## src/rtl/branch_resolve_unit.sv

```systemverilog
// Registered branch-condition unit for the ID/EX boundary. It resolves eight
// branch conditions, classifies rs, and tracks 2-bit predictors with a mispredict count.
module branch_resolve_unit #(
  parameter int unsigned WIDTH    = 32,
  parameter int unsigned IDX_W    = 4,
  parameter logic [1:0]  CTR_INIT = 2'b01,
  parameter int unsigned CNT_W    = 16
) (
  input  logic             clk,
  input  logic             reset,
  input  logic             in_valid,
  input  logic             stall,
  input  logic             flush,
  input  logic [2:0]       br_op,
  input  logic [WIDTH-1:0] rs_val,
  input  logic [WIDTH-1:0] rt_val,
  input  logic [IDX_W-1:0] pc_idx,
  output logic             out_valid,
  output logic             out_taken,
  output logic             out_pred,
  output logic             out_mispredict,
  output logic [1:0]       out_class,
  output logic [CNT_W-1:0] miss_cnt
);

  localparam int DEPTH = 2 ** IDX_W;

  typedef enum logic [2:0] {
    OP_BEQ    = 3'b000,
    OP_BNE    = 3'b001,
    OP_BLEZ   = 3'b010,
    OP_BGTZ   = 3'b011,
    OP_BLTZ   = 3'b100,
    OP_BGEZ   = 3'b101,
    OP_ALWAYS = 3'b110,
    OP_NEVER  = 3'b111
  } br_op_e;

  typedef enum logic [1:0] {
    CLS_ZERO = 2'b00,
    CLS_POS  = 2'b01,
    CLS_NEG  = 2'b10
  } rs_class_e;

  logic [1:0]       r_ctr [DEPTH];
  logic             r_valid;
  logic             r_taken;
  logic             r_pred;
  logic [1:0]       r_class;
  logic [CNT_W-1:0] r_miss;

  logic             w_cap;
  logic             w_rs_zero;
  logic             w_rs_neg;
  logic             w_cond;
  logic [1:0]       w_class;
  logic [1:0]       w_ctr_rd;
  logic [1:0]       w_ctr_nxt;

  assign w_cap     = in_valid & ~stall & ~flush;
  assign w_rs_zero = (rs_val == '0);
  assign w_rs_neg  = rs_val[WIDTH-1];
  assign w_ctr_rd  = r_ctr[pc_idx];

  always_comb begin
    // NOTE: every combinational output gets a default first so no path can infer a latch.
    w_cond = 1'b0;
    case (br_op)
      OP_BEQ:    w_cond = (rs_val == rt_val);
      OP_BNE:    w_cond = (rs_val != rt_val);
      OP_BLEZ:   w_cond = w_rs_neg | w_rs_zero;
      OP_BGTZ:   w_cond = ~w_rs_neg & ~w_rs_zero;
      OP_BLTZ:   w_cond = w_rs_neg;
      OP_BGEZ:   w_cond = ~w_rs_neg;
      OP_ALWAYS: w_cond = 1'b1;
      OP_NEVER:  w_cond = 1'b0;
      default:   w_cond = 1'b0;
    endcase
  end

  always_comb begin
    w_class = CLS_ZERO;
    if (!w_rs_zero) w_class = w_rs_neg ? CLS_NEG : CLS_POS;
  end

  always_comb begin
    w_ctr_nxt = w_ctr_rd;
    if (w_cond) begin
      if (w_ctr_rd != 2'b11) w_ctr_nxt = w_ctr_rd + 2'd1;
    end else begin
      if (w_ctr_rd != 2'b00) w_ctr_nxt = w_ctr_rd - 2'd1;
    end
  end

  // NOTE: the predictor table is a small flop array, so reset restores every entry;
  // a mid-run reset must leave no stale history behind.
  for (genvar g = 0; g < DEPTH; g++) begin : g_ctr
    always_ff @(posedge clk or posedge reset) begin
      if (reset) begin
        r_ctr[g] <= CTR_INIT;
      end else if (w_cap && (pc_idx == IDX_W'(g))) begin
        r_ctr[g] <= w_ctr_nxt;
      end
    end
  end

  // NOTE: sequential state uses non-blocking assignments so all flops sample pre-edge values.
  always_ff @(posedge clk or posedge reset) begin
    if (reset) begin
      r_valid <= 1'b0;
      r_taken <= 1'b0;
      r_pred  <= 1'b0;
      r_class <= 2'b00;
      r_miss  <= '0;
    end else if (flush) begin
      r_valid <= 1'b0;
    end else if (!stall) begin
      r_valid <= in_valid;
      if (in_valid) begin
        r_taken <= w_cond;
        r_pred  <= w_ctr_rd[1];
        r_class <= w_class;
        if (w_cond != w_ctr_rd[1]) r_miss <= r_miss + CNT_W'(1);
      end
    end
  end

  assign out_valid      = r_valid;
  assign out_taken      = r_taken;
  assign out_pred       = r_pred;
  assign out_class      = r_class;
  assign out_mispredict = r_valid & (r_taken ^ r_pred);
  assign miss_cnt       = r_miss;

endmodule

```

## config.mk

```make
export PLATFORM = sky130hd
export DESIGN_NAME = branch_resolve_unit
export DESIGN_NICKNAME = d
export VERILOG_FILES = /design/src/rtl/branch_resolve_unit.sv
export SDC_FILE = /design/constraint.sdc
export NUM_CORES = 1
export LEC_CHECK = 0
export BUFFER_PORTS_ARGS = -buffer_cell sky130_fd_sc_hd__buf_2
export CORE_UTILIZATION = 50
export CTS_CLUSTER_DIAMETER = 150
export DETAILED_ROUTE_END_ITERATION = 12
export PLACE_DENSITY = 0.75
export SLEW_MARGIN = 30
export SYNTH_ARGS = -nofsm -noshare
export SYNTH_HDL_FRONTEND = slang
export SYNTH_SLANG_ARGS = --single-unit
```

## constraint.sdc

```tcl
create_clock -name clk -period 3.21 [get_ports clk]
set_input_delay 0.1605 -clock clk [delete_from_list [all_inputs] [get_ports clk]]
set_output_delay 0.1605 -clock clk [all_outputs]
set_load 0.02 [all_outputs]
```

==> results of run 1 <==
## worst max-delay path, delay by kind of cell, from the launching register on
kind | cells | cell delay, ps
flops | 1 | 390
compound gates | 1 | 390
fa+ha+maj | 1 | 530
mux | 3 | 1070
## cell usage after synthesis, types with 2 or more instances
master	number	share of area (%)
nand3_1	7	1.1
and3_1	2	0.38
nor3_1	10	1.5
xnor2_1	43	11
clkbuf_1	7	0.80
buf_2	2	0.31
nand2b_1	5	0.95
o21ai_0	2	0.31
mux2_2	18	6.2
dfrtp_1	37	28
a21oi_1	15	2.3
mux4_2	9	6.2
xor2_1	5	1.3
or2_2	2	0.38
nand4_1	12	2.3
dfstp_2	16	13
nor2_1	41	4.7
mux2i_1	19	5.8
inv_1	8	0.92
or3_1	7	1.3
nor4_1	15	2.9
nand2_1	24	2.7
## cell usage in the layout (no fill, tap or decap), drive strengths merged, types with 7 or more instances in the layout
master and count:
inv 8, clkbuf 8, mux2i 19, nor2 41
nand2 24, nor3 10, xnor2 43, mux4 9
buf 100, dfstp 16, dfrtp 37, nand4 12
nor4 16, or3 7, a21oi 15, nand3 7
mux2 19
## final cells by class
type / instances / area (µm²)
Fill cell: 528 / 2420
Multi-Input combinational cell: 251 / 1840
Sequential cell: 53 / 1350
Timing Repair Buffer: 101 / 518
Tap cell: 77 / 96.3
Clock buffer: 8 / 90.1
Inverter: 8 / 32.5
## per-layer routing
| metal | track usage, % | routed length (µm) |
|---|---|---|
| met2 | 42.7 | 4130 |
| met5 | 0 | 0 |
| met3 | 2.68 | 375 |
| met1 | 28.4 | 3250 |
| met4 | 7.52 | 174 |
## flip-flops by register name (all words and copies together) (netlist names)
| signal | cells |
|---|---|
| r_ctr | 32 |
| miss_cnt | 16 |
| out_class | 2 |
| out_pred | 1 |
| out_taken | 1 |
| out_valid | 1 |
## power by group through the flow
stage          Combinational [W]  Clock (W)  Sequential [W]
6_report                0.000493   0.000384        0.000877
5_1_grt                 0.000535   0.000416        0.000891
4_1_cts                 0.000497   0.000393        0.000877
3_5_place_dp            0.000493          0        0.000885
3_3_place_gp            0.000477          0        0.000884
2_1_floorplan           0.000290          0        0.000909
## cell families (layout without fill, tap and decap cells)
logic type                 count (synthesis)  after routing  synth area share (%)
adders and majority gates                  3              3                  1.03
muxes                                     47             47                  18.5
buffers and inverters                     20            117                  2.71
DFF                                       53             53                  41.1
xor gates and xnor gates                  48             48                  12.8
and+or+nand+nor                          130            130                  19.8
AOI/OAI and AO/OA                         23             23                  4.01
## per-stage QoR
| stage | area (µm²) | worst slack, ps | hold WS (ps) |
|---|---|---|---|
| 2_1_floorplan | 3280 | 970 | 224 |
| 3_3_place_gp | 3820 | 525 | 401 |
| 3_5_place_dp | 3820 | 454 | 302 |
| 4_1_cts | 3930 | 738 | 70.7 |
| 5_1_grt | 3930 | 535 | 63.5 |
| 6_report | 3930 | 721 | 79.5 |
## timing repair
| item | CTS | global route |
|---|---|---|
| hold buffers | 1 | 0 |
| resized for setup | 0 | 0 |
| endpoints found under the hold margin | 37 | 0 |
## final timing paths
path,cells past startpoint,end,slack (ps),startpoint
min,2,out_valid$_DFFE_PP0P_,80,flush
min in group asynchronous,3,miss_cnt[4]$_DFFE_PP0P_,490,reset
max in group asynchronous,3,r_ctr[5]$_DFFE_PP0P_,2270,reset
max,5,r_ctr[13]$_DFFE_PP0P_,720,r_ctr[25]$_DFFE_PP0P_
min reg2reg,1,miss_cnt[15]$_DFFE_PP0P_,470,miss_cnt[15]$_DFFE_PP0P_
max reg2reg,5,r_ctr[13]$_DFFE_PP0P_,720,r_ctr[25]$_DFFE_PP0P_
==> metrics, run 1 <==
period utilization=just under 80%; Most used DFF post-synth=dfrtp_1; routed wire length=about 7.9 mm; final RePlAce weighted congestion=between 0.8 and 0.9; vias per cell=roughly 5.7; Ys Warns=0; TNS Setup=0 ps; most used cell, CP=mux2_2; Seq cells post-synth=53; Non-Filler Instances=498; GRT overflow=0; post-DP HPWL=slightly above 6 mm; CTS tree=built; io pins=a little under 100; CP Class=register to register; Tot GR Track Use=a little under a quarter; CTS Buffer Depth=2; crit path launch type=register; Unique masters post-synth=40; CP required=roughly 3400 ps; largest net degree at the start of global routing=54; Slew headroom=a little under three fifths; clock share of power=21.9%; Critical Path Sink Type=register; Switching Power=~0.00056 W; final slew viol count=0; sequential power share=between 50% and 60%; critical path cell sequence=mux4_2, mux2_2, o21a_1, maj3_2, mux2_2; total power=between 0.0015 and 0.002 W; nets=497; core footprint=roughly 6300 µm²; Post-Place Cells=about 490; asr flop ratio synth=100%; clock transition at the registers of the reported paths=about 100 ps; Worst-Margin Slew=around 660 ps; Worst Path Arrival=2670 ps; root buffer cell=clkbuf_8; 1st-iter DRT viols=172; Final Setup Violations=0; switching part of the total power=between 30% and 40%; routed len/inst=approximately 16 µm; Post-synth EDFFs=0; Avg Inst Size Synth=just over 10 µm²; Post CTS Setup Buffer Count=0; area grow syn2layout=19.8%; P_leak=1.81 nW; syn nets=~400; Starting Density=between 50 and 60%; PD cells=between 400 and 500 nW/µm²; DRC Markers=0; # diodes=0; via count=roughly 2.8k; row count=29; Synth Instances=324; Crit path largest cell delay=530 ps; TritonCTS buffer count=5; H-tree depth=2; max_cap viols=0; die height=slightly above 80 µm; share of layout cells above drive strength 1=a little under two fifths; RSZ-0062 raised after global routing=false; minimum clock period=between 2000 and 2500 ps; number of port buffers=97; initial antenna violation count=0; Final Hold Fails=0; Die Wd=between 80 and 90 µm; Int Power=between 0.001 and 0.0015 W; Die Footprint=around 7000 µm²; final setup skew=9.27 ps; status=completed; min-delay worst type=primary input to register; register area share after synthesis=41.1%; Peak Freq=between 400 and 500 MHz; first-pass GRT wire length=about 13 mm; TritonRoute pass-1 iters=4; vias in the first global route=2,811; IR drop worst, VDD=about 260 µV; utilization after layout=between 60% and 70%; Gate power share=around 28%; Sink Count=53; slowest cell on the critical path=maj3_2; ANT nets after route=0; worst-path maximum fanout=16; clk_lat worst skew=approximately 300 ps; Post-Synthesis Cell Area=about 3300 µm²
No activity file was read; power rests on OpenSTA's default activity.
==> run 2: changes to the inputs <==
--- a/config.mk
+++ b/config.mk
@@ -6,10 +6,10 @@
 export NUM_CORES = 1
 export LEC_CHECK = 0
 export BUFFER_PORTS_ARGS = -buffer_cell sky130_fd_sc_hd__buf_2
-export CORE_UTILIZATION = 50
+export CORE_UTILIZATION = 47
 export CTS_CLUSTER_DIAMETER = 150
 export DETAILED_ROUTE_END_ITERATION = 12
-export PLACE_DENSITY = 0.75
+export PLACE_DENSITY = 0.74
 export SLEW_MARGIN = 30
 export SYNTH_ARGS = -nofsm -noshare
 export SYNTH_HDL_FRONTEND = slang
==> constraint.sdc (replaced) <==
create_clock -name clk -period 2 [get_ports clk]
set_input_delay 0.1 -clock clk [delete_from_list [all_inputs] [get_ports clk]]
set_output_delay 0.1 -clock clk [all_outputs]
set_load 0.02 [all_outputs]
==> run 2 against run 1 <==
Net effect:
- the flow now finishes with violations (setup timing)
- critical path type unchanged
- clock-buffer cell count unchanged
- sequential share of layout area down 6.1 points
- largest cell class unchanged
- routed wire length up 22%
- via count up 10%
- design area up 22%
- power up 85%
- largest power group unchanged
==> metrics, run 2 (synthesis gave the netlist of run 1 again) <==
Critical Path Sink Type=register; period utilization=112% (+35 points); Crit path largest cell delay=550 ps (+20 ps); largest net degree at the start of global routing=22 (-59%); failing checks=setup timing; critical path cell sequence=mux4_2, mux4_2, maj3_4, mux2_4; Worst-Margin Slew=637 ps (-20.2 ps); CTS tree=built; Tot GR Track Use=24.5% (+1.2 points); share of layout cells above drive strength 1=54.8% (+18 points); slowest cell on the critical path=mux4_2; Int Power=0.00218 W (+82%); root buffer cell=clkbuf_8; P_leak=2.14 nW (+18%); TritonRoute pass-1 iters=4 (unchanged); final RePlAce weighted congestion=0.835 (+0.83%); Worst Path Arrival=2440 ps (-230 ps); CP bufs+invs=0 (unchanged); routed wire length=9.71 mm (+22%); Final Hold Fails=0 (unchanged); CTS Buffer Depth=2 (unchanged); IR drop worst, VDD=570 µV (+120%); TNS Setup=-9160 ps (-9160 ps); vias in the first global route=2,965 (+5.5%); post-DP HPWL=6.29 mm (+3.2%); max_cap viols=0 (unchanged); Die Footprint=7310 µm² (+6.2%); Starting Density=48.5% (-3.1 points); final setup skew=7.08 ps (-2.19 ps); DRC Markers=0 (unchanged); sequential power share=43.2% (-6.8 points); clk_lat worst skew=300 ps (about the same); clock share of power=19.2% (-2.7 points); Top reg by flops=r_ctr; Sink Count=53 (unchanged); Peak Freq=446 MHz (+11%); pre-CTS setup slack=-497 ps (-952 ps); min-delay worst type=primary input to register; Largest register FFs=32 (unchanged); nets=541 (+8.9%); first-pass GRT wire length=13.9 mm (+6.7%); crit path launch type=register; total power=0.00325 W (+85%); Gate power share=37.6% (+9.5 points); final slew viol count=0 (unchanged); CP required=2190 ps (-1200 ps); io pins=98 (unchanged); via count=3,134 (+10%); Switching Power=0.00107 W (+92%); status=finished with violations; core footprint=6760 µm² (+6.4%); # diodes=0 (unchanged); Die Wd=85.5 µm (+3.1%); clock transition at the registers of the reported paths=90 ps (about the same); FF+latch area=1350 µm² (about the same); H-tree depth=2 (unchanged); GRT overflow=0 (unchanged); RSZ-0062 raised after global routing=true; Slew headroom=57.2% (+1.0 points); worst-path maximum fanout=8 (-8); vias per cell=5.75 (+0.94%); die height=85.5 µm (+3.1%); PD cells=680 nW/µm² (+52%); commonest non-fill, non-tap cells in the layout=buf_2 (97), xnor2_1 (43), dfrtp_1 (36); filler cell count=470 (-11%); minimum clock period=2240 ps (-246 ps); switching part of the total power=32.9% (+1.1 points); multi-input logic area=2260 µm² (+23%); most used cell, CP=mux4_2; number of port buffers=97 (unchanged); Final Setup Violations=48 (+48); Worst path top cell family by delay=multiplexers; area grow syn2layout=45.6%; row count=30 (+3.4%); routed len/inst=17.8 µm (+12%); ANT nets after route=0 (unchanged); Setup WS post-layout=-243 ps (-964 ps); initial antenna violation count=0 (unchanged); 1st-iter DRT viols=177 (+2.9%); commonest non-fill, non-tap cell in the layout=buf_2; CP Class=register to register; TritonCTS buffer count=5 (unchanged)
-- run 2: stage by stage --
| step | util (%) | instance area [µm²] | hold WS (ps) | instances |
|---|---|---|---|---|
| final | 70.6 | 4770 | 28.8 | 545 |
| after global routing | 70.6 | 4770 | 18.9 | 545 |
| after floorplan | - | 3320 | 163 | 324 |
| after detailed placement | 60.5 | 4090 | 120 | 519 |
| after CTS | 63.7 | 4300 | 20.1 | 529 |
| after global placement | 60.5 | 4090 | 111 | 519 |
-- run 2: final cells by class --
| cell class | instances | share of cell area, % |
|---|---|---|
| Clock buffer | 8 | 1.89 |
| Timing Repair Buffer | 143 | 19.8 |
| Inverter | 8 | 0.629 |
| Multi-Input combinational cell | 253 | 47.3 |
| Sequential cell | 53 | 28.2 |
| Tap cell | 80 | 2.10 |
-- run 2: power by group through the flow --
stage               clock [W]  combinational [W]  sequential [W]
finish               0.000622            0.00122         0.00140
global placement            0           0.000882         0.00140
floorplan                   0           0.000487         0.00146
CTS                  0.000635            0.00101         0.00139
detailed placement          0           0.000908         0.00141
global route         0.000678            0.00130         0.00142
-- run 2: timing repair --
action,4_1_cts,5_1_grt
gates cloned,2,2
buffers inserted,0,14
endpoints found under the hold margin,13,0
pin swaps,11,37
hold buffers,1,0
setup endpoints to repair,48,49
gates resized for setup,27,64
-- run 2: path summary, 6_finish.rpt --
check,end,slack (ps),start,cells past startpoint
max,r_ctr[11]$_DFFE_PP0P_,-240,r_ctr[8]$_DFFE_PP1P_,4
min,out_valid$_DFFE_PP0P_,30,flush,2
max reg2reg,r_ctr[11]$_DFFE_PP0P_,-240,r_ctr[8]$_DFFE_PP1P_,4
min reg2reg,miss_cnt[15]$_DFFE_PP0P_,480,miss_cnt[15]$_DFFE_PP0P_,1
max in group asynchronous,r_ctr[16]$_DFFE_PP1P_,1000,reset,4
min in group asynchronous,miss_cnt[0]$_DFFE_PP0P_,320,reset,3
-- run 2: worst reg2reg max path, cell delays in order, from the launching register on --
cell and delay (ps):
dfstp_2 380, mux4_2 490, mux4_2 550, maj3_4 420, mux2_4 290
-- run 2: routing by layer --
layer	vias up	GRT usage, %	routed length [µm]
li1	1433	-	-
met1	1556	28.5	3840
met2	126	45.2	5070
met3	19	4.04	579
met4	0	8.79	220
met5	-	0	0
